**src/rtl/stream_mux_pkg.sv**
```systemverilog
// Shared types and helpers for the stream_mux_n N:1 streaming multiplexer.
package stream_mux_pkg;

    typedef enum logic [0:0] {
        MUX_IDLE   = 1'b0,
        MUX_LOCKED = 1'b1
    } mux_state_e;

    typedef enum logic [0:0] {
        MODE_SEL = 1'b0,
        MODE_RR  = 1'b1
    } mux_mode_e;

    // Next channel index, wrapping n-1 back to 0.
    function automatic int wrap_inc(input int idx, input int n);
        return (idx + 1 >= n) ? 0 : idx + 1;
    endfunction

endpackage

```
**src/rtl/stream_mux_n_rr_arbiter.sv**
```systemverilog
// Combinational round-robin arbiter: first requesting channel at or after ptr, wrapping.
module rr_arbiter
    import stream_mux_pkg::*;
#(
    parameter  int NUM_CH = 4,
    localparam int SEL_W  = $clog2(NUM_CH)
) (
    input  logic [NUM_CH-1:0] req,
    input  logic [SEL_W-1:0]  ptr,
    output logic [SEL_W-1:0]  gnt_idx,
    output logic              gnt_ok
);

    always_comb begin
        int idx;
        gnt_idx = '0;
        gnt_ok  = 1'b0;
        idx     = int'(ptr) % NUM_CH;
        for (int k = 0; k < NUM_CH; k++) begin
            if (!gnt_ok && req[idx]) begin
                gnt_ok  = 1'b1;
                gnt_idx = SEL_W'(idx);
            end
            idx = wrap_inc(idx, NUM_CH);
        end
    end

endmodule

```
**src/rtl/stream_mux_n.sv**
```systemverilog
// N:1 packet-locked streaming mux with a one-entry registered output stage.
// Define STREAM_MUX_RR_EN to compile in the round-robin arbiter (mode=1); otherwise mode is ignored.
module stream_mux_n
    import stream_mux_pkg::*;
#(
    parameter int WIDTH  = 8,
    parameter int NUM_CH = 4,
    parameter int SEL_W  = $clog2(NUM_CH)
) (
    input  logic                    clk,
    input  logic                    rst,
    input  logic [NUM_CH*WIDTH-1:0] in_data,
    input  logic [NUM_CH-1:0]       in_valid,
    input  logic [NUM_CH-1:0]       in_last,
    output logic [NUM_CH-1:0]       in_ready,
    input  logic [SEL_W-1:0]        select,
    input  logic                    mode,
    output logic [WIDTH-1:0]        out_data,
    output logic                    out_valid,
    output logic                    out_last,
    output logic [SEL_W-1:0]        out_ch,
    input  logic                    out_ready
);

    mux_state_e        state_p1;
    logic [SEL_W-1:0]  lock_ch_p1;
    logic [WIDTH-1:0]  data_p1;
    logic              vld_p1;
    logic              last_p1;
    logic [SEL_W-1:0]  ch_p1;

    logic [SEL_W-1:0]  grant;
    logic              grant_ok;
    logic              explicit_ok;
    logic              load_en;
    logic              accept;
    logic [WIDTH-1:0]  sel_data;
    logic              sel_valid;
    logic              sel_last;

    assign explicit_ok = int'(select) < NUM_CH;

`ifdef STREAM_MUX_RR_EN
    logic [SEL_W-1:0] rr_ptr_p1;
    logic [SEL_W-1:0] rr_gnt;
    logic             rr_ok;

    rr_arbiter #(.NUM_CH(NUM_CH)) u_rr_arbiter (
        .req     (in_valid),
        .ptr     (rr_ptr_p1),
        .gnt_idx (rr_gnt),
        .gnt_ok  (rr_ok)
    );

    always_comb begin
        grant    = lock_ch_p1;
        grant_ok = 1'b1;
        if (state_p1 == MUX_IDLE) begin
            if (mux_mode_e'(mode) == MODE_RR) begin
                grant    = rr_gnt;
                grant_ok = rr_ok;
            end else begin
                grant    = select;
                grant_ok = explicit_ok;
            end
        end
    end

    always_ff @(posedge clk) begin
        if (rst) begin
            rr_ptr_p1 <= '0;
        end else if (accept && sel_last) begin
            rr_ptr_p1 <= SEL_W'(wrap_inc(int'(grant), NUM_CH));
        end
    end
`else
    logic unused_mode;
    assign unused_mode = mode;

    always_comb begin
        grant    = lock_ch_p1;
        grant_ok = 1'b1;
        if (state_p1 == MUX_IDLE) begin
            grant    = select;
            grant_ok = explicit_ok;
        end
    end
`endif

    always_comb begin
        sel_data  = '0;
        sel_valid = 1'b0;
        sel_last  = 1'b0;
        for (int i = 0; i < NUM_CH; i++) begin
            if (grant_ok && grant == SEL_W'(i)) begin
                sel_data  = in_data[i*WIDTH +: WIDTH];
                sel_valid = in_valid[i];
                sel_last  = in_last[i];
            end
        end
    end

    // Ready is withheld during reset so nothing is handshaken while state is being cleared.
    assign load_en = !vld_p1 || out_ready;
    assign accept  = !rst && load_en && grant_ok && sel_valid;

    always_comb begin
        in_ready = '0;
        for (int i = 0; i < NUM_CH; i++) begin
            in_ready[i] = !rst && load_en && grant_ok && (grant == SEL_W'(i));
        end
    end

    // Stage p1: registered output beat and packet lock.
    always_ff @(posedge clk) begin
        if (rst) begin
            state_p1   <= MUX_IDLE;
            lock_ch_p1 <= '0;
            vld_p1     <= 1'b0;
            data_p1    <= '0;
            last_p1    <= 1'b0;
            ch_p1      <= '0;
        end else if (accept) begin
            state_p1   <= sel_last ? MUX_IDLE : MUX_LOCKED;
            lock_ch_p1 <= grant;
            vld_p1     <= 1'b1;
            data_p1    <= sel_data;
            last_p1    <= sel_last;
            ch_p1      <= grant;
        end else if (out_ready) begin
            vld_p1     <= 1'b0;
        end
    end

    assign out_data  = data_p1;
    assign out_valid = vld_p1;
    assign out_last  = last_p1;
    assign out_ch    = ch_p1;

endmodule
```
**config.mk**
```make
export PLATFORM = sky130hd
export DESIGN_NAME = stream_mux_n
export DESIGN_NICKNAME = d
export VERILOG_FILES = /design/src/rtl/stream_mux_pkg.sv /design/src/rtl/stream_mux_n_rr_arbiter.sv /design/src/rtl/stream_mux_n.sv
export SDC_FILE = /design/constraint.sdc
export NUM_CORES = 1
export LEC_CHECK = 0
export ABC_AREA = 1
export ABC_CLOCK_PERIOD_IN_PS = 2300
export BUFFER_PORTS_ARGS = -buffer_cell sky130_fd_sc_hd__buf_4
export CORE_UTILIZATION = 44
export CTS_CLUSTER_DIAMETER = 200
export DETAILED_ROUTE_END_ITERATION = 10
export PLACE_DENSITY = 0.94
export SYNTH_ARGS = -nofsm -noshare
export SYNTH_HDL_FRONTEND = slang
export SYNTH_SLANG_ARGS = --single-unit
```
**constraint.sdc**
```tcl
create_clock -name clk -period 2.3 [get_ports clk]
set_input_delay 0.345 -clock clk [delete_from_list [all_inputs] [get_ports clk]]
set_output_delay 0.345 -clock clk [all_outputs]
set_load 0.01 [all_outputs]
```
# --- Word level (Yosys, flattened, before mapping) ---
# Cells that the tools add are included.
totals:
  reg_bits: 13
  inputBits: 46
  out_inout_bits: 16
  wordCells: 35
op_classes:
  n_eq_ne: 3
  mux: 16
  reduce_logical: 11
op_table:
  columns: ["op", "n"]
  rows:
  - ["8-bit 2-to-1 mux", 4]
  - ["1-bit 2-to-1 mux", 11]
  - ["1-bit logical AND", 6]
  - ["2-bit equality test (second input constant)", 2]
  - ["2-bit by 1-bit equality test with 1-bit output (second input constant)", 1]
  - ["1-bit zero test", 2]
  - ["2-bit zero test", 1]
  - ["2-bit 2-to-1 mux", 1]
  - ["2-bit nonzero test", 1]
  - ["1-bit logical OR", 1]

# --- Logic depth before layout (Yosys ltp) ---
# Gate-level depths: netlist of the first run.
depth:
  depth_word: 8
  ltp_mapped: 10
  depth_no_buf: 10

# --- Least setup slack after synthesis of the first run ---
# Ideal clock, no wire load.
synth_timing:
  kind: "reg2reg"
  start: "register state_p1"
  end: "register ch_p1[0] (netlist: out_ch[0])"
  setup_ns: 0.112
  t_arrival_ns: 1.279
  required_time_ns: 2.188
  slack_ns: 0.909
  path_stages_with_launch: 10
  n_path_buf: 0
  cell_sequence: "dfxtp_1 -> nand2_1 -> nand2_4 -> nand2_4 -> nor2_4 -> nand2_4 -> o21ai_4 -> inv_4 -> nor2_1 -> nor2_1"
synth_via:
  elab_chain_len: 7
  elab_cells_between_ends: 10
  cone_classes: "eq/ne: 3; mux: 5; reduce/logical: 2"
synth_rtl:
  columns: ["item", "line_no", "rtl"]
  rows:
  - ["start, declared", "stream_mux_n.sv:25", "mux_state_e state_p1;"]
  - ["start signal, assigned", "stream_mux_n.sv:124", "state_p1 <= sel_last ? MUX_IDLE : MUX_LOCKED;"]
  - ["2-bit 2-to-1 mux *", "stream_mux_n.sv:83", "if (state_p1 == MUX_IDLE) begin"]
  - ["2-bit zero test", "stream_mux_n.sv:95", "if (grant_ok && grant == SEL_W'(i)) begin"]
  - ["1-bit 2-to-1 mux (4 in series)", "stream_mux_n.sv:95", null]
  - ["1-bit logical AND", "stream_mux_n.sv:105", "assign accept = !rst && load_en && grant_ok && sel_valid;"]
  - ["end signal, assigned", "stream_mux_n.sv:129", "ch_p1 <= grant;"]
  - ["end, declared", "stream_mux_n.sv:30", "logic [SEL_W-1:0] ch_p1;"]
# Every way passes the cells marked *; elsewhere a longest branch is shown, timed or not.
# A chain may end at the register's enable or synchronous reset.

# --- Final worst setup path of the first run ---
layout_timing:
  start: "register state_p1"
  end: "output port in_ready[1]"
layout_via:
  elab_chain_len: 3
layout_rtl:
  columns: ["item", "line_no", "rtl"]
  rows:
  - ["2-bit 2-to-1 mux", "stream_mux_n.sv:83", null]
  - ["2-bit by 1-bit equality test with 1-bit output", "stream_mux_n.sv:110", "in_ready[i] = !rst && load_en && grant_ok && (grant == SEL_W'(i));"]
  - ["1-bit logical AND", "stream_mux_n.sv:110", null]
  - ["end, declared", "stream_mux_n.sv:15", "output logic [NUM_CH-1:0] in_ready,"]
# Every way passes these cells.

==> results.ini, run 1 <==
[cells_and_area]
drive_gt1_frac=0.363
fill_cells=168
antennaDiodeCount=0
seqCellArea_sq_um=260
nets=270
area_growth_pct=53.9
multi_input_area_sq_um=588

[power_and_ir_drop]
p_leak_nw=0.792
pwr-share-seq=0.333
power_frac_comb=0.513
power_frac_clock=0.153
p_sw_mw=0.347
totalPowerFinal_mw=0.881
powerDensity_nw_per_um2=608
internal-power_mw=0.534
switching_share=0.394
ir_drop_mv=0.346

[clocking]
cts_buffers=3
hold_buffers=0
post_cts.repair.setup_buffers=0
post_cts_resized=0
cts_tree=yes
cts_buffer_depth=2
root_buffer=clkbuf_4
cts_max_level=1
cts.sinks=13
clock_latency_ps=270
cts.clk_slew.worst_paths_ps=70

[critical_path]
crit_chain=inv_2, nand2_1, nand2_1, nor3_1, buf_4
critPathBufInv=2
crit_path_frequent_cell=nand2_1
slowest_delay_ps=450
crit_fanout=6
crit_slowest_cell=dfxtp_1
worstReg2RegEnd=out_data[4]$_SDFFE_PP0P_
critPathArrivalTime_ps=1450
cp.required_ps=1960
cp_top_family=simple AND/OR/NAND/NOR gates
worstReg2RegStart=state_p1$_SDFFE_PP0P_
cp-start-kind=register
r2r_slack_ps=640
crit_start=state_p1$_SDFFE_PP0P_
critPathKind=reg -> out
end_kind=output pin
r2r_cells=9
cp.depth=5

[global_routing]
antenna_found_initial=0
grt_max_degree=13
grt_use_total=0.229
overflow=0
grt_pass1_wl_mm=3.78
grt_pass1_vias=930

[sta]
worst_pin_slew_ps=401
rsz0062_at_grt=false
final.setup.tns_ps=0
slew_headroom=0.732
skew_ps=0.982
finalMaxSlewViolations=0
period_share=0.780
max_freq_ghz=0.557
hold_viol=0
finalSetupViolCount=0
fin_crit_ps=1790

[floorplanning]
die_area_sq_um=2330
rows=16
die_h_microns=48.2
fp.dieW_microns=48.2
io_pins=62
initial_core_util=0.475
core_area_sq_um=1980

[yosys]
yosysSeqAreaShare=0.277
avgSynthCellArea_sq_um=5.88
synth_compound_area_frac=0.0372
yosys_warnings=0
synth_area_sq_um=941
synth_simple_gate_area_frac=0.588
synth.largest_area_cell=dfxtp_1
synth_top_family_by_area=simple AND/OR/NAND/NOR gates
synth.area.mux_share=0
ys_types=20
synth_fa_ha_area_frac=0
synthCells=160
synth_top_area_frac=0.277
synth_area_leaders=dfxtp_1, nand2_1, nor2_1, inv_1, nand3_1
synth_seq_cells=13
syn_nets=206
yosys.area_share.xor_xnor=0

[drt]
drt-initial-drc-count=15
drcViolationCount=0
viasPerCell=4.69
num_vias=1173
antenna_left=0
wl_mm=2.39
wl_per_cell_microns=9.57
drt-pass1-iter-count=4

[placed_design]
port_buffers=60
dp_hpwl_mm=1.98
gp_congestion=0.864

[status]
status=finished, final reports clean

[run]
maxCapViolations=0

[min_path]
whs_path_depth=2
hold_start=rst
holdPathEnd=out_last$_SDFFE_PP0P_
hold_class=in -> reg

[registers in the layout, indices dropped and copies added (netlist names)]
name	cells
out_ch	2
out_data	8
out_last	1
out_valid	1
state_p1	1
[power groups by stage]
| stage | Sequential [mW] | Clock, mW | Combinational (mW) |
|---|---|---|---|
| final | 0.294 | 0.135 | 0.452 |
| after global routing | 0.299 | 0.148 | 0.512 |
| after CTS | 0.294 | 0.138 | 0.453 |
| after detailed placement | 0.299 | 0 | 0.452 |
| after global placement | 0.298 | 0 | 0.442 |
| after floorplan | 0.313 | 0 | 0.259 |
[cell families (layout without fill, tap and decap cells)]
kind of cell	Yosys count	after routing
AOI/OAI and AO/OA	4	4
buffers and inverters	24	87
DFF	13	13
and+or+nand+nor	119	119
[metal layers]
metal / wire length [microns] / global-route usage / vias up
met5: 0 / 0 / -
met4: 12 / 0.0833 / 0
met3: 146 / 0.0296 / 2
met2: 1170 / 0.384 / 45
met1: 1060 / 0.300 / 502
li1: - / - / 624
[worst max-delay path by stage]
stage                                    end
global placement    out_data[4]$_SDFFE_PP0P_
finish                           in_ready[1]
detailed placement  out_data[4]$_SDFFE_PP0P_
CTS                              in_ready[1]
global route                     in_ready[2]
floorplan             out_ch[0]$_SDFFE_PP0P_
[cell usage after synthesis, drive strengths merged]
| master | instances |
|---|---|
| a21oi | 1 |
| clkbuf | 1 |
| dfxtp | 13 |
| inv | 23 |
| nand2 | 63 |
| nand3 | 16 |
| nand4 | 8 |
| nor2 | 28 |
| nor3 | 3 |
| o21ai | 3 |
| or2 | 1 |
[area by class of cell]
| type | count | share of cell area |
|---|---|---|
| clock buffer | 4 | 0.0182 |
| inverter | 23 | 0.0614 |
| multi-input combinational | 123 | 0.406 |
| sequential | 13 | 0.180 |
| tap | 27 | 0.0233 |
| timing repair buffer | 60 | 0.311 |
[cells in the final DEF, fill, tap and decap left out, types with 2 or more instances in the layout]
cell,instances
nand2_4,4
nor2_1,25
nor3_1,3
nor2_2,2
buf_4,60
dfxtp_1,13
nand3_1,15
nand2_2,5
clkbuf_4,3
nand2_1,54
nand4_1,8
inv_1,21
[per-stage QoR]
stage / worst slack [ps] / hold WS, ps / instances / utilization / area, sq um
2_1_floorplan: 909 / 407 / 160 / - / 941
3_3_place_gp: 745 / 467 / 246 / 0.717 / 1420
3_5_place_dp: 673 / 487 / 246 / 0.717 / 1420
4_1_cts: 534 / 236 / 250 / 0.730 / 1450
5_1_grt: 416 / 234 / 250 / 0.730 / 1450
6_report: 505 / 243 / 250 / 0.730 / 1450
Power figures use the tool's default switching activity.
==> run 2: changes to the inputs <==
--- a/config.mk
+++ b/config.mk
@@ -6,12 +6,12 @@
 export NUM_CORES = 1
 export LEC_CHECK = 0
 export ABC_AREA = 1
-export ABC_CLOCK_PERIOD_IN_PS = 2300
+export ABC_CLOCK_PERIOD_IN_PS = 1800
 export BUFFER_PORTS_ARGS = -buffer_cell sky130_fd_sc_hd__buf_4
-export CORE_UTILIZATION = 44
+export CORE_UTILIZATION = 41
 export CTS_CLUSTER_DIAMETER = 200
 export DETAILED_ROUTE_END_ITERATION = 10
-export PLACE_DENSITY = 0.94
+export PLACE_DENSITY = 0.89
 export SYNTH_ARGS = -nofsm -noshare
 export SYNTH_HDL_FRONTEND = slang
 export SYNTH_SLANG_ARGS = --single-unit
==> constraint.sdc (replaced) <==
create_clock -name clk -period 1.8 [get_ports clk]
set_input_delay 0.27 -clock clk [delete_from_list [all_inputs] [get_ports clk]]
set_output_delay 0.27 -clock clk [all_outputs]
set_load 0.01 [all_outputs]
==> run 2 against run 1 <==
Critical path type unchanged. First-iteration DRC count grew 80%. Flip-flop and latch count did not move. Die area grew 7.0%.
==> results.ini, run 2 (same netlist as run 1, synthesis figures left out) <==
[critical_path]
critPathArrivalTime_ps=1370  ; -80 ps
slowest_delay_ps=440  ; about the same
crit_fanout=6  ; unchanged
crit_chain=inv_2, nand2_1, nand2_1, nor3_1, buf_4
cp-start-kind=register
cp.required_ps=1530  ; -430 ps
crit_path_frequent_cell=nand2_1
critPathKind=reg -> out
end_kind=output pin
r2r_slack_ps=200  ; -440 ps
crit_slowest_cell=dfxtp_1

[placed_design]
dp.cells=248  ; +0.81%
dpl-instance-area_sq_um=1440  ; +1.1%
gp_congestion=0.778  ; -10%
port_buffers=60  ; unchanged
dp_hpwl_mm=1.95  ; -1.6%

[clocking]
cts.sinks=13  ; unchanged
hold_buffers=0  ; unchanged
clock_latency_ps=270  ; about the same
post_cts_resized=0  ; unchanged
cts_tree=yes
post_cts.repair.setup_buffers=0  ; unchanged
cts.clk_slew.worst_paths_ps=80  ; about the same
cts_max_level=1  ; unchanged
cts_buffers=3  ; unchanged
root_buffer=clkbuf_4
cts_buffer_depth=2  ; unchanged

[floorplanning]
rows=16  ; unchanged
die_area_sq_um=2490  ; +7.0%
die_h_microns=49.9  ; +3.5%
fp.dieW_microns=49.9  ; +3.5%
io_pins=62  ; unchanged
initial_core_util=0.456  ; -0.0184
core_area_sq_um=2060  ; +4.0%

[cells_and_area]
layout_commonest_cell=buf_4
drive_gt1_frac=0.369  ; +0.00566
antennaDiodeCount=0  ; unchanged
most-common-layout-cells=buf_4, nand2_1, nor2_1, inv_1, nand3_1
seqCellArea_sq_um=260  ; unchanged
final_cells=252  ; +0.80%
largest_reg_flops=8  ; unchanged
area_growth_pct=55.5
design_area_sq_um=1460  ; +1.0%
multi_input_area_sq_um=588  ; unchanged
fill_cells=194  ; +15%
nets=272  ; +0.74%

[sta]
finalSetupViolCount=0  ; unchanged
fin_crit_ps=1640
slew_headroom=0.764  ; +0.0319
period_share=0.911
rsz0062_at_grt=false
final.setup.tns_ps=0  ; unchanged
whs_ps=166  ; -76.8 ps
max_freq_ghz=0.610
skew_ps=1.49  ; +0.507 ps
finalMaxSlewViolations=0  ; unchanged
worst_pin_slew_ps=354  ; -46.7 ps
hold_viol=0  ; unchanged

[drt]
viasPerCell=4.62  ; -1.5%
wl_per_cell_microns=9.47  ; -1.0%
drcViolationCount=0  ; unchanged
wl_mm=2.39  ; -0.25%
drt-pass1-iter-count=4  ; unchanged
drt-initial-drc-count=27  ; +12
antenna_left=0  ; unchanged
num_vias=1165  ; -0.68%

[power_and_ir_drop]
ir_drop_mv=0.460  ; +33%
powerDensity_nw_per_um2=778  ; +28%
p_leak_nw=0.802  ; +1.3%
totalPowerFinal_mw=1.14  ; +29%

[run]
maxCapViolations=0  ; unchanged

[status]
status=finished, final reports clean

[global_routing]
grt_max_degree=13  ; unchanged
grt_pass1_wl_mm=4.12  ; +8.9%
overflow=0  ; unchanged
antenna_found_initial=0  ; unchanged
grt_use_total=0.213  ; -0.0167
grt_pass1_vias=1013  ; +8.9%

[min_path]
hold_class=in -> reg

-- run 2: power by group --
group	switching, mW	total [mW]	leakage [nW]	internal (mW)
Sequential	0.0341	0.374	0.107	0.339
Combinational	0.319	0.587	0.680	0.267
Clock	0.0914	0.177	0.0150	0.0858
-- run 2: path summary, 6_finish.rpt --
kind                                  from                        to  cells past startpoint
setup / recovery     state_p1$_SDFFE_PP0P_               in_ready[1]                      5
hold / removal                         rst     out_last$_SDFFE_PP0P_                      2
setup reg to reg     state_p1$_SDFFE_PP0P_  out_data[0]$_SDFFE_PP0P_                      9
hold reg to reg   out_data[3]$_SDFFE_PP0P_  out_data[3]$_SDFFE_PP0P_                      2
-- run 2: area by class of cell --
class,instances,share of cell area
clock buffers,4,0.0180
inverters,23,0.0607
multi-input cells,123,0.402
flip-flops and latches,13,0.178
well taps,27,0.0231
repair buffers,62,0.318
-- run 2: through the flow --
step	setup WS, ps	util
2_1_floorplan	409	-
3_3_place_gp	251	0.697
3_5_place_dp	222	0.697
4_1_cts	159	0.709
5_1_grt	21.6	0.709
6_report	160	0.709
-- run 2: routing by layer --
layer,share of wire,vias to the layer above,GRT usage
met5,0,-,0
met4,0.0084,0,0.0571
met3,0.071,2,0.0340
met2,0.46,51,0.347
met1,0.46,481,0.287
li1,-,631,-
-- run 2: worst max-delay path: cells and delay by family (launching register included) --
family / cells / cell delay (ps)
flops: 1 / 440
buf+inv: 2 / 260
simple gates: 3 / 410
